### src/rtl/icache_refill_ctrl_if.sv
// icache_refill_ctrl_if
// Bundles the fetch lookup, memory request/response and cache fill signals
// of the instruction-cache refill controller.
//   master : the refill controller (drives stall, mem request, fill, counters)
//   slave  : the surroundings (fetch stage, cache tags, backing memory)
// Parameters: DATA_WIDTH (word width), ADDR_WIDTH (byte-address width).
interface icache_refill_ctrl_if #(
  parameter int DATA_WIDTH = 32,
  parameter int ADDR_WIDTH = 32
);
  logic                  lookup_valid;
  logic [ADDR_WIDTH-1:0] lookup_addr;
  logic                  hit;
  logic                  stall;
  logic                  mem_req_valid;
  logic                  mem_req_ready;
  logic [ADDR_WIDTH-1:0] mem_req_addr;
  logic                  mem_rsp_valid;
  logic [DATA_WIDTH-1:0] mem_rsp_data;
  logic                  fill_we;
  logic [ADDR_WIDTH-1:0] fill_addr;
  logic [DATA_WIDTH-1:0] fill_data;
  logic                  fill_done;
  logic [31:0]           hit_count;
  logic [31:0]           miss_count;

  modport master (
    input  lookup_valid, lookup_addr, hit, mem_req_ready, mem_rsp_valid, mem_rsp_data,
    output stall, mem_req_valid, mem_req_addr, fill_we, fill_addr, fill_data,
           fill_done, hit_count, miss_count
  );

  modport slave (
    output lookup_valid, lookup_addr, hit, mem_req_ready, mem_rsp_valid, mem_rsp_data,
    input  stall, mem_req_valid, mem_req_addr, fill_we, fill_addr, fill_data,
           fill_done, hit_count, miss_count
  );
endinterface

### src/rtl/icache_refill_ctrl.sv
// icache_refill_ctrl
// Miss-handling controller for a direct-mapped instruction cache. On a fetch
// miss it stalls fetch, requests the whole line from memory, writes each
// returned beat into the cache and releases the stall once the line is in.
// Ports:
//   clk    : core clock
//   reset  : asynchronous, active-low reset
//   bus    : icache_refill_ctrl_if.master (lookup, mem req/rsp, fill, counters)
// Optional feature: define ICACHE_PERF_CNT_EN to build saturating hit/miss
// counters; otherwise hit_count and miss_count are tied to zero.
//
// state | meaning
// IDLE  | watching lookups; a miss latches the line base
// REQ   | line request held on the memory request channel until accepted
// FILL  | writing response beats into the cache, ascending word order
// DONE  | one-cycle fill_done pulse, then back to IDLE for the retry
module icache_refill_ctrl #(
  parameter int DATA_WIDTH     = 32,
  parameter int ADDR_WIDTH     = 32,
  parameter int WORDS_PER_LINE = 4
) (
  input  logic                clk,
  input  logic                reset,
  icache_refill_ctrl_if.master bus
);

  localparam int BEAT_W = $clog2(WORDS_PER_LINE);
  localparam logic [BEAT_W-1:0] LAST_BEAT = BEAT_W'(WORDS_PER_LINE - 1);
  localparam logic [ADDR_WIDTH-1:0] LINE_MASK = ~(ADDR_WIDTH'(WORDS_PER_LINE * 4 - 1));

  typedef enum logic [1:0] {
    IDLE = 2'd0,
    REQ  = 2'd1,
    FILL = 2'd2,
    DONE = 2'd3
  } state_t;

  state_t                state;
  logic [ADDR_WIDTH-1:0] line_base;
  logic [BEAT_W-1:0]     beat;
  logic                  mem_req_valid_q;
  logic                  fill_done_q;
  logic                  miss_seen;
  logic                  hit_seen;
  logic                  fill_we_c;

  assign miss_seen = (state == IDLE) && bus.lookup_valid && !bus.hit;
  assign hit_seen  = (state == IDLE) && bus.lookup_valid && bus.hit;
  assign fill_we_c = (state == FILL) && bus.mem_rsp_valid;

  always_ff @(posedge clk or negedge reset) begin
    if (!reset) begin
      state           <= IDLE;
      line_base       <= '0;
      beat            <= '0;
      mem_req_valid_q <= 1'b0;
      fill_done_q     <= 1'b0;
    end else begin
      case (state)
        IDLE: begin
          if (miss_seen) begin
            line_base       <= bus.lookup_addr & LINE_MASK;
            beat            <= '0;
            mem_req_valid_q <= 1'b1;
            state           <= REQ;
          end
        end
        REQ: begin
          if (bus.mem_req_ready) begin
            mem_req_valid_q <= 1'b0;
            state           <= FILL;
          end
        end
        FILL: begin
          if (bus.mem_rsp_valid) begin
            // counter is exactly log2 wide, so the last beat wraps it to 0
            beat <= beat + 1'b1;
            if (beat == LAST_BEAT) begin
              fill_done_q <= 1'b1;
              state       <= DONE;
            end
          end
        end
        DONE: begin
          fill_done_q <= 1'b0;
          state       <= IDLE;
        end
        default: state <= IDLE;
      endcase
    end
  end

  // combinational so the missing PC is held in the very cycle it misses
  assign bus.stall         = (state != IDLE) || miss_seen;
  assign bus.mem_req_valid = mem_req_valid_q;
  assign bus.mem_req_addr  = line_base;
  assign bus.fill_we       = fill_we_c;
  assign bus.fill_addr     = fill_we_c ? (line_base | (ADDR_WIDTH'(beat) << 2)) : '0;
  assign bus.fill_data     = fill_we_c ? bus.mem_rsp_data : {DATA_WIDTH{1'b0}};
  assign bus.fill_done     = fill_done_q;

`ifdef ICACHE_PERF_CNT_EN
  logic [31:0] hit_cnt_q;
  logic [31:0] miss_cnt_q;

  always_ff @(posedge clk or negedge reset) begin
    if (!reset) begin
      hit_cnt_q  <= '0;
      miss_cnt_q <= '0;
    end else begin
      if (hit_seen && (hit_cnt_q != 32'hFFFF_FFFF))
        hit_cnt_q <= hit_cnt_q + 32'd1;
      if (miss_seen && (miss_cnt_q != 32'hFFFF_FFFF))
        miss_cnt_q <= miss_cnt_q + 32'd1;
    end
  end

  assign bus.hit_count  = hit_cnt_q;
  assign bus.miss_count = miss_cnt_q;
`else
  logic unused_hit_seen;
  assign unused_hit_seen = hit_seen;
  assign bus.hit_count   = 32'd0;
  assign bus.miss_count  = 32'd0;
`endif

endmodule

### src/flat_wrapper.sv
// flat-port wrapper written by rule: the top's interface ports become plain ports
module icache_refill_ctrl_flat 
#(
  parameter int DATA_WIDTH     = 32,
  parameter int ADDR_WIDTH     = 32,
  parameter int WORDS_PER_LINE = 4
)
  (clk, reset, bus_lookup_valid, bus_lookup_addr, bus_hit, bus_mem_req_ready, bus_mem_rsp_valid, bus_mem_rsp_data, bus_stall, bus_mem_req_valid, bus_mem_req_addr, bus_fill_we, bus_fill_addr, bus_fill_data, bus_fill_done, bus_hit_count, bus_miss_count);
  icache_refill_ctrl_if #(.DATA_WIDTH(DATA_WIDTH), .ADDR_WIDTH(ADDR_WIDTH)) bus_i ();
  input  logic clk;
  input  logic reset;
  input wire logic [$bits(bus_i.lookup_valid)-1:0] bus_lookup_valid;
  input wire logic [$bits(bus_i.lookup_addr)-1:0] bus_lookup_addr;
  input wire logic [$bits(bus_i.hit)-1:0] bus_hit;
  input wire logic [$bits(bus_i.mem_req_ready)-1:0] bus_mem_req_ready;
  input wire logic [$bits(bus_i.mem_rsp_valid)-1:0] bus_mem_rsp_valid;
  input wire logic [$bits(bus_i.mem_rsp_data)-1:0] bus_mem_rsp_data;
  output wire logic [$bits(bus_i.stall)-1:0] bus_stall;
  output wire logic [$bits(bus_i.mem_req_valid)-1:0] bus_mem_req_valid;
  output wire logic [$bits(bus_i.mem_req_addr)-1:0] bus_mem_req_addr;
  output wire logic [$bits(bus_i.fill_we)-1:0] bus_fill_we;
  output wire logic [$bits(bus_i.fill_addr)-1:0] bus_fill_addr;
  output wire logic [$bits(bus_i.fill_data)-1:0] bus_fill_data;
  output wire logic [$bits(bus_i.fill_done)-1:0] bus_fill_done;
  output wire logic [$bits(bus_i.hit_count)-1:0] bus_hit_count;
  output wire logic [$bits(bus_i.miss_count)-1:0] bus_miss_count;
  assign bus_i.lookup_valid = bus_lookup_valid;
  assign bus_i.lookup_addr = bus_lookup_addr;
  assign bus_i.hit = bus_hit;
  assign bus_i.mem_req_ready = bus_mem_req_ready;
  assign bus_i.mem_rsp_valid = bus_mem_rsp_valid;
  assign bus_i.mem_rsp_data = bus_mem_rsp_data;
  assign bus_stall = bus_i.stall;
  assign bus_mem_req_valid = bus_i.mem_req_valid;
  assign bus_mem_req_addr = bus_i.mem_req_addr;
  assign bus_fill_we = bus_i.fill_we;
  assign bus_fill_addr = bus_i.fill_addr;
  assign bus_fill_data = bus_i.fill_data;
  assign bus_fill_done = bus_i.fill_done;
  assign bus_hit_count = bus_i.hit_count;
  assign bus_miss_count = bus_i.miss_count;
  icache_refill_ctrl #(.DATA_WIDTH(DATA_WIDTH), .ADDR_WIDTH(ADDR_WIDTH), .WORDS_PER_LINE(WORDS_PER_LINE)) u_core (.clk(clk), .reset(reset), .bus(bus_i));
endmodule
### config.mk
export PLATFORM = sky130hd
export DESIGN_NAME = icache_refill_ctrl_flat
export DESIGN_NICKNAME = d
export VERILOG_FILES = /design/src/rtl/icache_refill_ctrl_if.sv /design/src/rtl/icache_refill_ctrl.sv /design/src/flat_wrapper.sv
export SDC_FILE = /design/constraint.sdc
export NUM_CORES = 1
export LEC_CHECK = 0
export BUFFER_PORTS_ARGS = -buffer_cell sky130_fd_sc_hd__buf_2
export CAP_MARGIN = 30
export CORE_AREA = 2 2 90 92
export CTS_BUF_LIST = sky130_fd_sc_hd__clkbuf_16
export CTS_CLUSTER_DIAMETER = 50
export CTS_CLUSTER_SIZE = 20
export DETAILED_ROUTE_END_ITERATION = 16
export DIE_AREA = 0 0 92 94
export GPL_ROUTABILITY_DRIVEN = 1
export GPL_TIMING_DRIVEN = 1
export PLACE_DENSITY = 0.83
export SKIP_LAST_GASP = 1
export SLEW_MARGIN = 20
export SYNTH_ARGS = -nofsm -noshare
export SYNTH_HDL_FRONTEND = slang
export SYNTH_SLANG_ARGS = --single-unit
### constraint.sdc
create_clock -name clk -period 2.6 [get_ports clk]
set_clock_uncertainty 0.05 [all_clocks]
set_input_delay 0.39 -clock clk [delete_from_list [all_inputs] [get_ports clk]]
set_output_delay 0.39 -clock clk [all_outputs]
set_load 0.02 [all_outputs]
==> Word-level counts from Yosys, hierarchy flattened <==
Index checks and enable logic that the tools add are counted.
{ "totals": {"register_bits": 34, "in_bits": 70, "word_cells": 46} }
{ "op_classes": {"add_sub_neg": 1, "eq_ne": 8, "muxes": 16, "bitwise_logic": 1, "reduce_logical": 15} }
{ "op_table": {"columns": ["operator", "n"], "rows": [
  ["$mux 32", 2],
  ["$or 32x4->32", 1],
  ["$mux 2", 6],
  ["$reduce_and 3->1", 3],
  ["$pmux 2 s4", 1],
  ["$reduce_bool 2->1", 4],
  ["$eq 2x2->1 const B", 3],
  ["$ne 2x2->1 const B", 3],
  ["$mux 1", 4],
  ["$pmux 1 s2", 2],
  ["$pmux 2 s2", 1],
  ["$reduce_and 4->1", 1],
  ["$logic_and 1x1->1", 3],
  ["$add 2x1->2 const B", 1],
  ["$eq 2x1->1 const B", 1],
  ["$logic_not 2->1", 1],
  ["$ne 2x1->1 const B", 1],
  ["$reduce_and 2->1", 1],
  ["$logic_not 1->1", 1],
  ["$logic_or 1x1->1", 1]
]} }

==> Depth between registers and ports, before layout <==
Gate-level depths: netlist of run 1.
{ "logic_depth": {"depth_word": 5, "mapped_depth": 6, "mapped_depth_nobuf": 5} }

==> Worst setup path before layout of run 1 <==
No wires, ideal clock.
{ "synth_timing": {"kind": "flip-flop to output port", "startpoint": "register u_core.state[0]", "endpoint": "output bus_fill_addr[2]", "t_arrival_ns": 1.424, "t_required_ns": 2.160, "setup_slack_ns": 0.736, "path_stages_with_launch": 6, "cell_sequence": "dfrtp_1 inv_1 ha_1 buf_2 clkbuf_1 and3_1"} }
{ "synth_via": {"elab_chain_cells": 3} }
{ "synth_lines": {"columns": ["item", "line_no", "source"], "rows": [
  ["start, declared", "icache_refill_ctrl.sv:38", "state_t state;"],
  ["start signal, assigned", "icache_refill_ctrl.sv:53", "state <= IDLE;"],
  ["start signal, assigned", "icache_refill_ctrl.sv:65", "state <= REQ;"],
  ["start signal, assigned", "icache_refill_ctrl.sv:71", "state <= FILL;"],
  ["$eq 2x2->1", "icache_refill_ctrl.sv:49", "assign fill_we_c = (state == FILL) && bus.mem_rsp_valid;"],
  ["$logic_and 1x1->1", "icache_refill_ctrl.sv:49", null],
  ["$mux 32", "icache_refill_ctrl.sv:98", "assign bus.fill_addr = fill_we_c ? (line_base | (ADDR_WIDTH'(beat) << 2)) : '0;"],
  ["end, declared", "flat_wrapper.sv:22", "output wire logic [$bits(bus_i.fill_addr)-1:0] bus_fill_addr;"]
]} }
No other way between the ends.

==> Worst setup path after layout of run 1 <==
{ "layout_timing": {"startpoint": "register u_core.state[0]", "endpoint": "output bus_fill_data[16]"} }
{ "layout_via": {"elab_chain_cells": 3} }
{ "layout_lines": {"columns": ["item", "line_no", "source"], "rows": [
  ["$eq 2x2->1", "icache_refill_ctrl.sv:49", null],
  ["$logic_and 1x1->1", "icache_refill_ctrl.sv:49", null],
  ["$mux 32", "icache_refill_ctrl.sv:99", "assign bus.fill_data = fill_we_c ? bus.mem_rsp_data : {DATA_WIDTH{1'b0}};"],
  ["end, declared", "flat_wrapper.sv:23", "output wire logic [$bits(bus_i.fill_data)-1:0] bus_fill_data;"]
]} }
No other way between the ends.

==> impl_metrics.toml, run 1 <==
[setup_path]
cp.required_ns = 2.16
end_kind = "primary output"
cp-start-kind = "flip-flop"
crit_type = "flip-flop to primary output"
crit_fanout = 39
worstPathArrival_ns = 1.97

[pwr]
p_seq_frac = 0.276
peakVddDrop_v = 0.0004692
power.internal_w = 0.002070
swShare = 0.4300
p_per_area_nw_per_um2 = 1105
p_sw_w = 0.001562
clock_power_share = 0.179
comb_power_share = 0.545
power_leakage_nw = 2.194

[timing]
finalHoldViolations = 0
fmax_mhz = 414.5
period_share = 0.9279
rsz0062_at_grt = "no"
maxSlewViolCount = 0
setup_viol = 0
post-route-min-period_ns = 2.413
worstMarginPinSlew_ns = 0.7620
tns_ns = 0
slew-limit-headroom = 0.4920

[yosys]
syn_inst = 245
yosys_warnings = 0
postSynthAreaPerCell_um2 = 10.23
yosysSeqAreaShare = 0.3393
yosysTopAreaCell = "dfrtp_1"
yosys-top-cells-area = "dfrtp_1, buf_4, and3_1"
synth_top_area_share = 0.3393
syn_area_um2 = 2507
synth_cell_type_count = 27
synth_seq_cells = 34

[floorplanning]
core_area_um2 = 7607
io_pins = 234
dieArea_um2 = 8648
dieHeight_um = 94
die_w_um = 92
num_rows = 32
start_util = 0.3296

[layout]
nets = 473
drive_above_1_share = 0.5050
syn2layout_area_growth_pct = 31.09
fillers = 732
antenna_cells = 0
final_cells = 500

[placed_design]
hpwlAfterDp_mm = 4.652
io_buffers = 159
place_inst = 492
gp_congestion = 0.7775

[hold_path]
hp-class = "input pin to asynchronous set/reset pin"

[clocking]
cts_setup_buffers = 0
clk_pin_slew_ns = 0.05
cts_sinks = 34
cts-htree-levels = 2
cts_resized = 0
worst_skew_pair.late_latency_ns = 0.27
hold_buffers = 0
numCtsBuffers = 5
cts_buffer_depth = 2
cts_root_buffer = "clkbuf_16"
cts_tree = "done"

[detailed_routing]
first_pass_iters = 4
avgRoutedWirePerCell_um = 12.02
drtIter0Drc = 51
ant_nets = 0
via_per_inst = 4.196
wirelength_mm = 6.010
vias = 2098
drc = 0

[global_route]
grt_pass1_wl_mm = 8.825
first_global_vias = 1833
antenna_found_initial = 0
overflow = 0
grt_max_degree = 40
track_usage = 0.1241

[run_status]
outcome = "finished, final reports clean"

[flow_run]
max-cap-violations = 0
[final cells by class]
class,instances,area [um2],area share
Timing Repair Buffer,162,830.8,0.2528
Clock inverter,3,37.54,0.01142
Clock buffer,5,125.1,0.03807
Inverter,3,11.26,0.003426
Tap cell,102,127.6,0.03883
Multi-Input combinational cell,191,1304,0.3967
Sequential cell,34,850.8,0.2589
[state kept, by name, indices dropped and copies added (netlist names)]
name	flops
u_core.beat	2
u_core.bus.fill_done	1
u_core.bus.mem_req_addr	28
u_core.bus.mem_req_valid	1
u_core.state	2
[critical path, cell delays in order (launching register included)]
cell	delay, ns
dfrtp_1	0.41
inv_1	0.12
ha_2	0.56
buf_12	0.24
and3_1	0.18
buf_2	0.17
[cells in the mapped netlist]
| library cell | number |
|---|---|
| and2b_2 | 1 |
| mux2_4 | 20 |
| a21oi_1 | 1 |
| nand2b_1 | 1 |
| and2_1 | 1 |
| ha_1 | 6 |
| buf_2 | 2 |
| inv_1 | 3 |
| nand2_1 | 4 |
| nor2b_1 | 2 |
| buf_4 | 70 |
| a221o_1 | 2 |
| and3_1 | 63 |
| mux2i_1 | 2 |
| dfrtp_1 | 34 |
| nor3_1 | 1 |
| nor2_1 | 2 |
| a221oi_2 | 1 |
| a311oi_1 | 1 |
| mux2_2 | 9 |
| clkbuf_1 | 12 |
| a2bb2oi_1 | 1 |
| conb_1 | 1 |
| o2bb2ai_1 | 1 |
| and3b_1 | 1 |
| nand2_4 | 1 |
| buf_6 | 2 |
[layout by cell type (no fill, tap or decap)]
cell	synthesis	routed
ha_2	0	1
and3b_1	1	1
a311oi_1	1	1
a221oi_2	1	1
o2bb2ai_1	1	1
nor3_1	1	1
nand2_1	4	4
mux2_4	20	20
a221o_1	2	2
and2_1	1	1
bufinv_16	0	1
buf_4	70	2
buf_2	2	159
nand2b_1	1	1
conb_1	1	70
and3_1	63	63
buf_12	0	1
inv_1	3	5
mux2i_1	2	2
ha_1	6	5
clkbuf_16	0	5
nand2_4	1	1
a2bb2oi_1	1	1
nor2b_1	2	2
nor2_1	2	2
dfrtp_1	34	34
and2b_2	1	1
a21oi_1	1	1
mux2_2	9	9
[through the flow]
step	instance area [um2]	setup slack [ns]	utilization	total power, W	hold WS [ns]
3_5_place_dp	3124	0.4930	0.4107	0.002992	0.4522
4_1_cts	3287	0.1892	0.4321	0.003668	0.1633
6_report	3287	0.1874	0.4321	0.003632	0.1414
2_1_floorplan	2766	0.7356	-	0.002442	0.04441
3_3_place_gp	3124	0.5479	0.4107	0.002937	0.4333
5_1_grt	3287	0.07441	0.4321	0.003843	0.2068
[final timing paths]
kind                                             startpoint                          end  slack, ns  cells past startpoint
max in group asynchronous                             reset         u_core.bus.fill_done       1.88                      1
worst max-delay path                        u_core.state[0]            bus_fill_data[16]       0.19                      5
worst min-delay path                                  reset  u_core.bus.mem_req_addr[13]       0.14                      1
worst max register to register              u_core.state[0]               u_core.beat[1]       0.76                      4
min in group clk                          bus_mem_req_ready     u_core.bus.mem_req_valid       0.28                      2
worst min register to register  u_core.bus.mem_req_addr[30]  u_core.bus.mem_req_addr[30]       0.47                      1
[routing by layer]
layer | track usage | wire (um) | vias to the layer above
met2 | 0.2132 | 3033 | 113
met3 | 0.03210 | 459 | 0
met5 | 0 | 0 | -
li1 | - | - | 997
met1 | 0.1592 | 2517 | 988
met4 | 0.02239 | 0 | 0
[power by group through the flow]
stage / Sequential, W / Clock (W) / Combinational (W)
after floorplan: 0.00126 / 0 / 0.00119
after global placement: 0.000990 / 0 / 0.00195
after detailed placement: 0.000997 / 0 / 0.00199
after CTS: 0.00100 / 0.000668 / 0.00200
after global routing: 0.00104 / 0.000686 / 0.00212
final: 0.00100 / 0.000651 / 0.00198
[logic make-up (layout without fill, tap and decap cells)]
kind of cell    after synthesis  count (layout)  share of synthesized area
buf+inv                      89             173                     0.2450
simple gates                 77              77                     0.1896
flops                        34              34                     0.3393
mux                          31              31                     0.1682
compound gates                7               7                    0.02645
fa+ha+maj                     6               6                    0.02994
other cells                   1              70                   0.001496
Power figures use the tool's default switching activity.
==> inputs of run 2 (changes only) <==
Settings changed: BUFFER_PORTS_ARGS -buffer_cell sky130_fd_sc_hd__buf_2 to unset, DONT_BUFFER_PORTS set to 1, PLACE_DENSITY 0.83 to 0.57.
==> run 2 against run 1 <==
Combinational power fell by 37%. Critical path depth down 1. Sequential share of layout area up 7.6 points. Largest cell class unchanged. Largest power group is now registers. Highest routed layer is now met4. Clock power up 20%. Critical endpoint is now bus_fill_addr[31].
==> impl_metrics.toml, run 2 (synthesized netlist as in run 1, its figures left out) <==
[run_status]
outcome = "finished, final reports clean"

[pwr]
clock_power_share = 0.232
p_seq_frac = 0.396
p_per_area_nw_per_um2 = 1325
power_w = 0.003361
power.internal_w = 0.001879
power_leakage_nw = 1.482
peakVddDrop_v = 0.0005500
swShare = 0.4408
comb_power_share = 0.372
p_sw_w = 0.001482

[placed_design]
dpl_cell_area_um2 = 2313
hpwlAfterDp_mm = 3.891
io_buffers = 0
gp_congestion = 0.7279
place_inst = 331

[clocking]
cts_sinks = 34
cts_buffer_depth = 2
cts_tree = "done"
cts_setup_buffers = 0
worst_skew_pair.late_latency_ns = 0.28
clk_pin_slew_ns = 0.06
cts_root_buffer = "clkbuf_16"
numCtsBuffers = 5
cts-htree-levels = 2

[setup_path]
end_kind = "primary output"
cp-start-kind = "flip-flop"
cp.required_ns = 2.16
crit_fanout = 38
worstPathArrival_ns = 1.92
crit_type = "flip-flop to primary output"

[floorplanning]
num_rows = 32
io_pins = 234
core_area_um2 = 7607
dieHeight_um = 94
start_util = 0.3296
die_w_um = 92
dieArea_um2 = 8648

[flow_run]
max-cap-violations = 0

[global_route]
grt_pass1_wl_mm = 7.210
grt_max_degree = 69
antenna_found_initial = 0
first_global_vias = 1366
track_usage = 0.1085
overflow = 0

[timing]
post-route-min-period_ns = 2.362
slew-limit-headroom = 0.6501
tns_ns = 0
setup_viol = 0
fmax_mhz = 423.4
rsz0062_at_grt = "no"
maxSlewViolCount = 0
worstMarginPinSlew_ns = 0.5248
finalHoldViolations = 0
period_share = 0.9083

[layout]
fillers = 760
final_cells = 341
syn2layout_area_growth_pct = 1.197
antenna_cells = 0
layout_common_cells = "conb_1, and3_1, dfrtp_1"
nets = 314
largest_reg_flops = 28
drive_above_1_share = 0.1799
stdcell_area_um2 = 2537
mostFrequentLayoutCell = "conb_1"

[detailed_routing]
via_per_inst = 4.531
vias = 1545
drtIter0Drc = 87
avgRoutedWirePerCell_um = 15.48
drc = 0
first_pass_iters = 4
wirelength_mm = 5.278
ant_nets = 0

[hold_path]
hp-class = "input pin to flip-flop"
==> run 2: cell types whose count changed in the layout (fill, tap and decap cells not counted), sizes merged <==
cell,change
buf,-160
inv,-2
bufinv,+1
clkinv,+1
dlygate4sd3,+1
==> run 2: timing repair <==
item	in CTS	in global routing
hold buffers	2	0
endpoints found under the hold margin	34	0
gates resized for setup	0	0
==> run 2: power by group through the flow <==
stage	clock [W]	combinational, W	sequential [W]
finish	0.000781	0.00125	0.00133
global route	0.000827	0.00136	0.00138
CTS	0.000800	0.00126	0.00133
detailed placement	0	0.00125	0.00134
global placement	0	0.00121	0.00134
floorplan	0	0.00119	0.00126
==> run 2: worst max-delay path, stage by stage (launching register included) <==
cell and delay [ns]:
dfrtp_1 0.42, inv_1 0.12, ha_2 0.53, buf_12 0.24, and3_1 0.31
==> run 2: metal layers <==
layer	up-vias	track usage	wire length [um]
met3	2	0.04013	520
li1	679	-	-
met1	740	0.1442	2208
met5	-	0	0
met2	124	0.1624	2519
met4	0	0.03731	30
==> run 2: through the flow <==
| step | hold WS, ns | worst slack [ns] | util |
|---|---|---|---|
| floorplan | 0.04441 | 0.7356 | - |
| global placement | 0.04530 | 0.5798 | 0.3041 |
| detailed placement | 0.04535 | 0.5328 | 0.3041 |
| CTS | 0.1630 | 0.2211 | 0.3336 |
| global route | 0.1634 | 0.06738 | 0.3336 |
| finish | 0.1672 | 0.2383 | 0.3336 |
==> run 2: final timing paths <==
check	start	endpoint	slack, ns	depth (start not counted)
min in group asynchronous	reset	u_core.bus.mem_req_valid	0.50	2
setup reg to reg	u_core.state[0]	u_core.state[1]	0.62	5
hold reg to reg	u_core.state[1]	u_core.state[1]	0.53	1
setup / recovery	u_core.state[0]	bus_fill_addr[31]	0.24	4
max in group asynchronous	reset	u_core.bus.mem_req_addr[26]	1.81	2
hold / removal	bus_mem_req_ready	u_core.bus.mem_req_valid	0.17	1
==> run 2: final cells by class <==
class / count / area, um2 / area share
Tap cell: 102 / 127.6 / 0.05030
Clock buffer: 5 / 125.1 / 0.04931
Clock inverter: 3 / 68.82 / 0.02712
Inverter: 3 / 11.26 / 0.004438
Multi-Input combinational cell: 191 / 1304 / 0.5138
Sequential cell: 34 / 850.8 / 0.3353
Timing Repair Buffer: 3 / 50.05 / 0.01972
